### src/rtl/fir_cfg_pkg.sv
// Shared constants for the FIR coefficient loader: FSM encodings, error codes, tap address width.
package fir_cfg_pkg;

  localparam int FIR_TAP_ADDR_W = 10;

  localparam logic [2:0] ST_IDLE  = 3'd0;
  localparam logic [2:0] ST_RECV  = 3'd1;
  localparam logic [2:0] ST_DRAIN = 3'd2;
  localparam logic [2:0] ST_APPLY = 3'd3;
  localparam logic [2:0] ST_DONE  = 3'd4;
  localparam logic [2:0] ST_ERR   = 3'd5;

  localparam logic [1:0] ERR_NONE    = 2'd0;
  localparam logic [1:0] ERR_SHORT   = 2'd1;
  localparam logic [1:0] ERR_LONG    = 2'd2;
  localparam logic [1:0] ERR_TIMEOUT = 2'd3;

endpackage

### src/rtl/tap_shadow_ram.sv
// Shadow coefficient buffer: one write port fed by the stream, one registered read port for apply.
module tap_shadow_ram #(
  parameter int WIDTH = 32,
  parameter int DEPTH = 51,
  parameter int AW    = 6
) (
  input  logic             clk_i,
  input  logic             rst_i,
  input  logic             wr_en_i,
  input  logic [AW-1:0]    wr_addr_i,
  input  logic [WIDTH-1:0] wr_data_i,
  input  logic             rd_en_i,
  input  logic [AW-1:0]    rd_addr_i,
  output logic [WIDTH-1:0] rd_data_o
);

  logic [WIDTH-1:0] mem_q [DEPTH];
  logic [WIDTH-1:0] rd_data_q;

  always_ff @(posedge clk_i) begin
    if (wr_en_i) mem_q[wr_addr_i] <= wr_data_i;
  end

  // Only the read register is reset so the tap data output is 0 out of reset.
  always_ff @(posedge clk_i) begin
    if (rst_i)        rd_data_q <= '0;
    else if (rd_en_i) rd_data_q <= mem_q[rd_addr_i];
  end

  assign rd_data_o = rd_data_q;

endmodule

### src/rtl/fir_tap_loader.sv
// Collects a coefficient frame into the shadow buffer, validates its length and gaps,
// then writes it tap by tap into the FIR unit during granted windows.
//
//   state | meaning
//   IDLE  | waiting for the first word of a frame
//   RECV  | storing words 1..N-1 into the shadow
//   DRAIN | frame too long, discarding until tlast
//   APPLY | reading shadow and strobing taps on granted cycles
//   DONE  | one-cycle load_done pulse
//   ERR   | one-cycle load_err pulse
module fir_tap_loader
  import fir_cfg_pkg::*;
#(
  parameter int FIR_TAP_WIDTH = 32,
  parameter int FIR_TAP_NUM   = 51,
  parameter int TIMEOUT_CYC   = 4096
) (
  input  logic                      clk_i,
  input  logic                      rst_i,
  input  logic [FIR_TAP_WIDTH-1:0]  s_axis_tap_tdata_i,
  input  logic                      s_axis_tap_tvalid_i,
  input  logic                      s_axis_tap_tlast_i,
  output logic                      s_axis_tap_tready_o,
  input  logic                      apply_en_i,
  output logic                      fir_tap_vld_o,
  output logic [FIR_TAP_ADDR_W-1:0] fir_tap_addr_o,
  output logic [FIR_TAP_WIDTH-1:0]  fir_tap_data_o,
  output logic                      load_busy_o,
  output logic                      load_done_o,
  output logic                      load_err_o,
  output logic [1:0]                err_code_o
);

  localparam int RAM_AW = (FIR_TAP_NUM > 1) ? $clog2(FIR_TAP_NUM) : 1;
  localparam int GAP_W  = $clog2(TIMEOUT_CYC + 1);
  localparam logic [GAP_W-1:0]          GAP_LOAD = GAP_W'(TIMEOUT_CYC);
  localparam logic [GAP_W-1:0]          GAP_TC   = GAP_W'(1);
  localparam logic [FIR_TAP_ADDR_W-1:0] LAST_IDX = FIR_TAP_ADDR_W'(FIR_TAP_NUM - 1);

  logic [2:0]                state_q, state_d;
  logic [FIR_TAP_ADDR_W-1:0] cnt_q, cnt_d;
  logic [FIR_TAP_ADDR_W-1:0] addr_q, addr_d;
  logic                      rd_last_q, rd_last_d;
  logic [GAP_W-1:0]          gap_q, gap_d;
  logic [1:0]                err_q, err_d;
  logic                      tready_q, tready_d;
  logic                      vld_q;
  logic [FIR_TAP_ADDR_W-1:0] addr_out_q;

  logic                      accept;
  logic                      wr_en;
  logic                      rd_en;
  logic [FIR_TAP_ADDR_W-1:0] word_idx;
  logic                      last_word;
  logic                      short_frame;

  assign accept      = s_axis_tap_tvalid_i && tready_q;
  assign word_idx    = (state_q == ST_IDLE) ? '0 : cnt_q;
  assign last_word   = (word_idx == LAST_IDX);
  // Inside IDLE/RECV the index never exceeds N-1, so "not last" means idx+1 < N.
  assign short_frame = s_axis_tap_tlast_i && !last_word;
  assign wr_en       = accept && ((state_q == ST_IDLE) || (state_q == ST_RECV));
  assign rd_en       = (state_q == ST_APPLY) && !rd_last_q && apply_en_i;

  always_comb begin
    state_d   = state_q;
    cnt_d     = cnt_q;
    addr_d    = addr_q;
    rd_last_d = rd_last_q;
    gap_d     = gap_q;
    err_d     = err_q;
    case (state_q)
      ST_IDLE: begin
        gap_d     = GAP_LOAD;
        addr_d    = '0;
        rd_last_d = 1'b0;
        if (accept) begin
          err_d = ERR_NONE;
          cnt_d = FIR_TAP_ADDR_W'(1);
          if (short_frame) begin
            state_d = ST_ERR;
            err_d   = ERR_SHORT;
          end else if (last_word) begin
            state_d = s_axis_tap_tlast_i ? ST_APPLY : ST_DRAIN;
          end else begin
            state_d = ST_RECV;
          end
        end
      end
      ST_RECV: begin
        if (accept) begin
          gap_d = GAP_LOAD;
          cnt_d = cnt_q + 1'b1;
          if (short_frame) begin
            state_d = ST_ERR;
            err_d   = ERR_SHORT;
          end else if (last_word) begin
            state_d = s_axis_tap_tlast_i ? ST_APPLY : ST_DRAIN;
          end
        end else if (gap_q == GAP_TC) begin
          state_d = ST_ERR;
          err_d   = ERR_TIMEOUT;
        end else if (gap_q != '0) begin
          gap_d = gap_q - 1'b1;
        end
      end
      ST_DRAIN: begin
        if (accept) begin
          gap_d = GAP_LOAD;
          if (s_axis_tap_tlast_i) begin
            state_d = ST_ERR;
            err_d   = ERR_LONG;
          end
        end else if (gap_q == GAP_TC) begin
          state_d = ST_ERR;
          err_d   = ERR_TIMEOUT;
        end else if (gap_q != '0) begin
          gap_d = gap_q - 1'b1;
        end
      end
      ST_APPLY: begin
        // Stay one cycle past the last read so the final strobe lands in APPLY.
        if (rd_last_q) begin
          state_d = ST_DONE;
        end else if (apply_en_i) begin
          if (addr_q == LAST_IDX) rd_last_d = 1'b1;
          else                    addr_d    = addr_q + 1'b1;
        end
      end
      ST_DONE: state_d = ST_IDLE;
      ST_ERR:  state_d = ST_IDLE;
      default: state_d = ST_IDLE;
    endcase
    tready_d = (state_d == ST_IDLE) || (state_d == ST_RECV) || (state_d == ST_DRAIN);
  end

  always_ff @(posedge clk_i) begin
    if (rst_i) begin
      state_q    <= ST_IDLE;
      cnt_q      <= '0;
      addr_q     <= '0;
      rd_last_q  <= 1'b0;
      gap_q      <= GAP_LOAD;
      err_q      <= ERR_NONE;
      tready_q   <= 1'b0;
      vld_q      <= 1'b0;
      addr_out_q <= '0;
    end else begin
      state_q   <= state_d;
      cnt_q     <= cnt_d;
      addr_q    <= addr_d;
      rd_last_q <= rd_last_d;
      gap_q     <= gap_d;
      err_q     <= err_d;
      tready_q  <= tready_d;
      vld_q     <= rd_en;
      if (rd_en) addr_out_q <= addr_q;
    end
  end

  tap_shadow_ram #(
    .WIDTH (FIR_TAP_WIDTH),
    .DEPTH (FIR_TAP_NUM),
    .AW    (RAM_AW)
  ) u_shadow (
    .clk_i     (clk_i),
    .rst_i     (rst_i),
    .wr_en_i   (wr_en),
    .wr_addr_i (word_idx[RAM_AW-1:0]),
    .wr_data_i (s_axis_tap_tdata_i),
    .rd_en_i   (rd_en),
    .rd_addr_i (addr_q[RAM_AW-1:0]),
    .rd_data_o (fir_tap_data_o)
  );

  assign s_axis_tap_tready_o = tready_q;
  assign fir_tap_vld_o       = vld_q;
  assign fir_tap_addr_o      = addr_out_q;
  assign load_busy_o         = (state_q == ST_RECV) || (state_q == ST_DRAIN) || (state_q == ST_APPLY);
  assign load_done_o         = (state_q == ST_DONE);
  assign load_err_o          = (state_q == ST_ERR);
  assign err_code_o          = err_q;

endmodule

### config.mk
export PLATFORM = sky130hd
export DESIGN_NAME = fir_tap_loader
export DESIGN_NICKNAME = d
export VERILOG_FILES = /design/src/rtl/fir_cfg_pkg.sv /design/src/rtl/tap_shadow_ram.sv /design/src/rtl/fir_tap_loader.sv
export SDC_FILE = /design/constraint.sdc
export NUM_CORES = 2
export LEC_CHECK = 0
export CAP_MARGIN = 20
export CORE_MARGIN = 4
export CORE_UTILIZATION = 60
export CTS_CLUSTER_DIAMETER = 120
export DETAILED_ROUTE_END_ITERATION = 12
export PLACE_DENSITY = 0.77
export SLEW_MARGIN = 20
export SYNTH_ARGS = -nofsm -noshare
export SYNTH_HDL_FRONTEND = slang
export SYNTH_SLANG_ARGS = --single-unit
### constraint.sdc
create_clock -name clk_i -period 7.7 [get_ports clk_i]
set_input_delay 1.925 -clock clk_i [delete_from_list [all_inputs] [get_ports clk_i]]
set_output_delay 1.925 -clock clk_i [all_outputs]
set_load 0.01 [all_outputs]
# After elaboration in Yosys (flattened, before gate mapping)
# Memory sizes are Yosys's and may differ from the RTL's. A register that Yosys moved wholly into a read port is not among the register bits.
# Index checks and enable logic that the tools add are counted.
# W data, S select, Z words.
[op_classes] reduce_logical=24 addsub=3 eq_ne=19 n_mux=38
[op_table] operator="$mux W10" count=6
[op_table] operator="$pmux W10 S2" count=2
[op_table] operator="$mux W13" count=3
[op_table] operator="$mux W3" count=9
[op_table] operator="$pmux W13 S2" count=1
[op_table] operator="$add A10 B1 Y10 const B" count=2
[op_table] operator="$eq A10 B6 Y1 const B" count=2
[op_table] operator="$mux W2" count=7
[op_table] operator="$eq A13 B1 Y1 const B" count=1
[op_table] operator="$reduce_bool A13 Y1" count=1
[op_table] operator="$sub A13 B1 Y13 const B" count=1
[op_table] operator="$pmux W3 S4" count=1
[op_table] operator="$ne A2 B2 Y1 const B" count=5
[op_table] operator="$eq A3 B2 Y1 const B" count=3
[op_table] operator="$ne A3 B3 Y1 const B" count=3
[op_table] operator="$reduce_and A4 Y1" count=2
[op_table] operator="$mux W1" count=7
[op_table] operator="$eq A3 B1 Y1 const B" count=2
[op_table] operator="$eq A3 B3 Y1 const B" count=2
[op_table] operator="$logic_not A3 Y1" count=2
[op_table] operator="$pmux W2 S3" count=1
[op_table] operator="$reduce_and A3 Y1" count=2
[op_table] operator="$reduce_bool A2 Y1" count=3
[op_table] operator="$logic_and A1 B1 Y1" count=5
[op_table] operator="other kinds (6)" count=11
[word_totals] wordCells=94 output_inout_bits=49 inputBits=37 mem_count=1 ff_bits=51 ramBits=1632
[memory_table] name="u_shadow.mem_q" depth=51 word_bits=32 read_ports=1 rd_ports_with_merged_regs=1 write_ports=1 line="tap_shadow_ram.sv:17" rtl="logic [WIDTH-1:0] mem_q [DEPTH];"

# Longest topological paths before layout
[depth] ltp_word=11 ltp_mapped=11 depth_no_buf=8

# By module
# Synthesis repeated with hierarchy kept, for this count alone.
[hier_totals] cells_unflattened=3318 area_unflattened_um2=66636.4
[by_module_without_submodules] module="tap_shadow_ram" area_each_um2=64070.2 n_inst=1 cells_per_inst=3003
[by_module_without_submodules] module="fir_tap_loader" area_each_um2=2566.2 n_inst=1 cells_per_inst=315

# Worst setup path before layout
# OpenSTA, ideal clock, no wires.
[synth_path] path_type="input-to-reg" start="in s_axis_tap_tvalid_i" end="mem u_shadow.mem_q[32][0], enable pin" arrival_ps=5887 t_required_ps=7198 stages=4 n_path_buf=1 slack_ps=1312 cell_sequence="nor4bb_1 > clkbuf_1 > o21ai_1 > nor4_1"
[synth_via] elab_chain_cells=4
[synth_lines] item="start: declaration" line="fir_tap_loader.sv:21" rtl="input logic s_axis_tap_tvalid_i,"
[synth_lines] item="$logic_and A1 B1 Y1" line="fir_tap_loader.sv:57" rtl="assign accept = s_axis_tap_tvalid_i && tready_q;"
[synth_lines] item="$logic_and A1 B1 Y1" line="fir_tap_loader.sv:62" rtl="assign wr_en = accept && ((state_q == ST_IDLE) || (state_q == ST_RECV));"
[synth_lines] item="$mux W1" line="tap_shadow_ram.sv:21" rtl="if (wr_en_i) mem_q[wr_addr_i] <= wr_data_i;"
[synth_lines] item="$mux W1 (implied by the code)" line="tap_shadow_ram.sv:21"
[synth_lines] item="end: declaration" line="tap_shadow_ram.sv:17"
# No other way between the ends.

# Worst setup path in the final report
[layout_path] start="in s_axis_tap_tvalid_i" end="mem u_shadow.mem_q[29][30], enable pin"
# The elaborated chain is that of the path after synthesis.

==> impl_metrics.py <==
metrics = {
    "floorplanning": {
        "core_um2": 109000,
        "die_area_um2": 115000,
        "num_rows": 121,
        "initial_core_util_pct": 60.4,
        "die_h_um": 339,
        "die_w_um": 339,
        "io_pins": 86,
    },
    "place": {
        "hpwl_um": 110000,
        "portBuffers": 85,
        "place_inst": 4627,
        "place.gp.congestion": 0.973,
        "placed_area_um2": 68600,
    },
    "critical_path": {
        "worst_setup_path_start_kind": "input pin",
        "critPathMaxFanout": 32,
        "r2r-start": "addr_q[2]",
        "crit_required_ps": 8080,
        "endpoint_kind": "flip-flop",
        "worstPathArrival_ps": 5300,
        "critPathLaunch": "s_axis_tap_tvalid_i",
        "critical_path_class": "input pin to flip-flop",
    },
    "clock_tree": {
        "post_cts_buffers": 0,
        "cts_root_buf": "clkbuf_16",
        "clk_pin_slew_worst_paths_ps": 60,
        "clock_sinks": 1715,
        "clock_path_buffers": 3,
        "tritoncts": "built",
        "postCtsHoldBufs": 0,
        "clk_latency_ps": 780,
        "h-tree-depth": 4,
        "cts_buffers": 165,
        "cts_resized": 0,
    },
    "synthesis": {
        "yosysTopAreaCell": "edfxtp_1",
        "synth_cell_types": 77,
        "synthesis.area_um2": 65900,
        "ys_ff_latch": 1715,
        "seq_area_frac_synth_pct": 76.9,
        "mappedNetlistNets": 3281,
        "synthArstFlopShare_pct": 0,
        "synth-edff-count": 1632,
        "yosysWarningCount": 0,
        "yosys_most_used_dff": "edfxtp_1",
        "synth_area_leaders": "edfxtp_1 (74%), mux4_2 (12%), dfxtp_1 (2.5%)",
        "synth.top_cell.area_share_pct": 74.4,
        "synth_cells": 3238,
        "syn_area_per_cell_um2": 20.3,
    },
    "pwr": {
        "p_leak_uw": 0.0224,
        "power_frac_comb_pct": 2.0,
        "vdd_ir_drop_max_uv": 234,
        "power_frac_seq_pct": 55.7,
        "pwr_density_cell_nw_per_um2": 247,
        "internal_power_uw": 14600,
        "total_power_uw": 18400,
        "power_frac_clock_pct": 42.3,
        "swShare_pct": 20.3,
        "p_sw_uw": 3730,
    },
    "timing": {
        "finalHoldViolCount": 0,
        "maxSlewViolCount": 0,
        "setup-tns-final_ps": 0,
        "finalSetupViolCount": 0,
        "fin_crit_ps": 4920,
        "max_freq_mhz": 203,
        "fin_worst_skew_ps": 30.6,
        "holdWs_ps": 461,
        "relSlewSlack_pct": 23.6,
        "rsz0062_at_grt": "no",
        "worst_pin_slew_ps": 1140,
        "post-route-period-util_pct": 63.9,
    },
    "layout": {
        "fin_cells": 4950,
        "nNetsFinal": 3444,
        "final_area_um2": 74200,
        "area_growth_pct": 12.6,
        "final_cell_mix": "edfxtp_1 (1632), mux4_2 (360), nand2_1 (189)",
        "drive_gt1_share_pct": 21.9,
        "final_common_cell": "edfxtp_1",
    },
    "global_route": {
        "grt_pass1_vias": 33800,
        "grt_max_degree": 130,
        "grt_pass1_wl_um": 260000,
        "overflow": 0,
        "grtUsageTotal_pct": 32.4,
        "antenna_found_initial": 15,
    },
    "drt": {
        "vias": 35100,
        "maxUsedRoutingLayer": "met5",
        "routed_wl_um": 187000,
        "dr.pass1.iters": 6,
        "wl_met1_um": 69000,
        "wl_per_cell_um": 37.8,
        "drc_errors": 0,
        "wl_met3_um": 24900,
        "dr_wl_met2_um": 86300,
        "first_iter_violations": 5970,
        "vias_per_cell": 7.09,
        "ant_nets": 0,
    },
    "min_path": {
        "hold_start": "fir_tap_addr_o[1]",
        "min_path_type": "flip-flop to flip-flop",
    },
    "run_status": {
        "status": "completed",
    },
    "flow_run": {
        "maxCapViolations": 0,
    },
}
-- final timing paths --
check	to	depth (start not counted)	slack, ps
hold reg to reg	fir_tap_addr_o[1]	2	460
setup reg to reg	u_shadow.rd_data_o[17]	9	3710
setup / recovery	u_shadow.mem_q[29][30]	7	2780
hold / removal	fir_tap_addr_o[1]	2	460
-- Yosys cell counts, types with 5 or more instances --
| master | n |
|---|---|
| edfxtp_1 | 1632 |
| mux4_2 | 360 |
| nand2_1 | 190 |
| nor2_1 | 127 |
| mux2i_1 | 105 |
| a22oi_1 | 86 |
| dfxtp_1 | 83 |
| buf_2 | 77 |
| a21oi_1 | 67 |
| o21ai_0 | 60 |
| clkbuf_1 | 54 |
| buf_4 | 34 |
| nor3_1 | 32 |
| a31oi_1 | 25 |
| o221ai_1 | 23 |
| a211oi_1 | 19 |
| a221o_1 | 15 |
| and3_1 | 15 |
| nand3_1 | 13 |
| xnor2_1 | 13 |
| and2_1 | 12 |
| a21o_1 | 11 |
| a221oi_1 | 11 |
| nor2b_1 | 11 |
| buf_1 | 10 |
| nor4_1 | 10 |
| mux2_2 | 9 |
| nand2b_1 | 9 |
| nand4_1 | 9 |
| o22ai_1 | 8 |
| or3_1 | 8 |
| xor2_1 | 8 |
| a22o_1 | 7 |
| ha_1 | 6 |
| nand3b_1 | 5 |
| nor3b_1 | 5 |
-- cells by family after synthesis --
kind of cell / after synthesis / share of synthesized area (%)
flops: 1715 / 76.9
mux: 474 / 14.1
simple gates: 474 / 3.40
compound gates: 366 / 3.87
buf+inv: 182 / 1.39
xor+xnor: 21 / 0.279
fa+ha+maj: 6 / 0.114
-- metrics by stage --
| stage | setup slack (ps) | util, % |
|---|---|---|
| finish | 2780 | 68.0 |
| global route | 2730 | 68.0 |
| CTS | 2830 | 67.6 |
| detailed placement | 2030 | 62.9 |
| global placement | 2110 | 62.9 |
| floorplan | 1310 | - |
-- per-layer routing --
metal	track usage [%]	vias to the layer above
li1	-	13800
met1	48.2	18200
met2	48.1	2757
met3	8.18	352
met4	10.5	4
met5	0	-
-- worst max-delay path: stages --
cell and delay, ps:
clkdlybuf4s50_1 530, nor4bb_2 320, buf_4 260, nand2_1 70, nor2_1 270, nand3_1 750, nor2_4 1140
-- power by group through the flow --
stage / combinational [µW] / clock (µW) / sequential, µW
3_3_place_gp: 331 / 0 / 10400
3_5_place_dp: 352 / 0 / 10400
2_1_floorplan: 95.1 / 0 / 10400
4_1_cts: 354 / 7800 / 10200
6_report: 360 / 7760 / 10200
5_1_grt: 375 / 8240 / 10200
-- layout make-up --
class / count / area, µm²
Multi-Input combinational cell: 1341 / 14700
Inverter: 6 / 22.5
Fill cell: 6494 / 34800
Sequential cell: 1715 / 50700
Clock inverter: 80 / 642
Tap cell: 1414 / 1770
Antenna cell: 3 / 7.51
Timing Repair Buffer: 172 / 1860
Clock buffer: 219 / 4470
-- flip-flops by register name, summed over array words and instances, names as in the netlist --
register / flops
u_shadow.mem_q: 1632
u_shadow.rd_data_o: 32
gap_q: 13
addr_q: 10
cnt_q: 10
fir_tap_addr_o: 10
state_q: 3
err_code_o: 2
fir_tap_vld_o: 1
rd_last_q: 1
s_axis_tap_tready_o: 1
No activity file was read; power rests on OpenSTA's default activity.
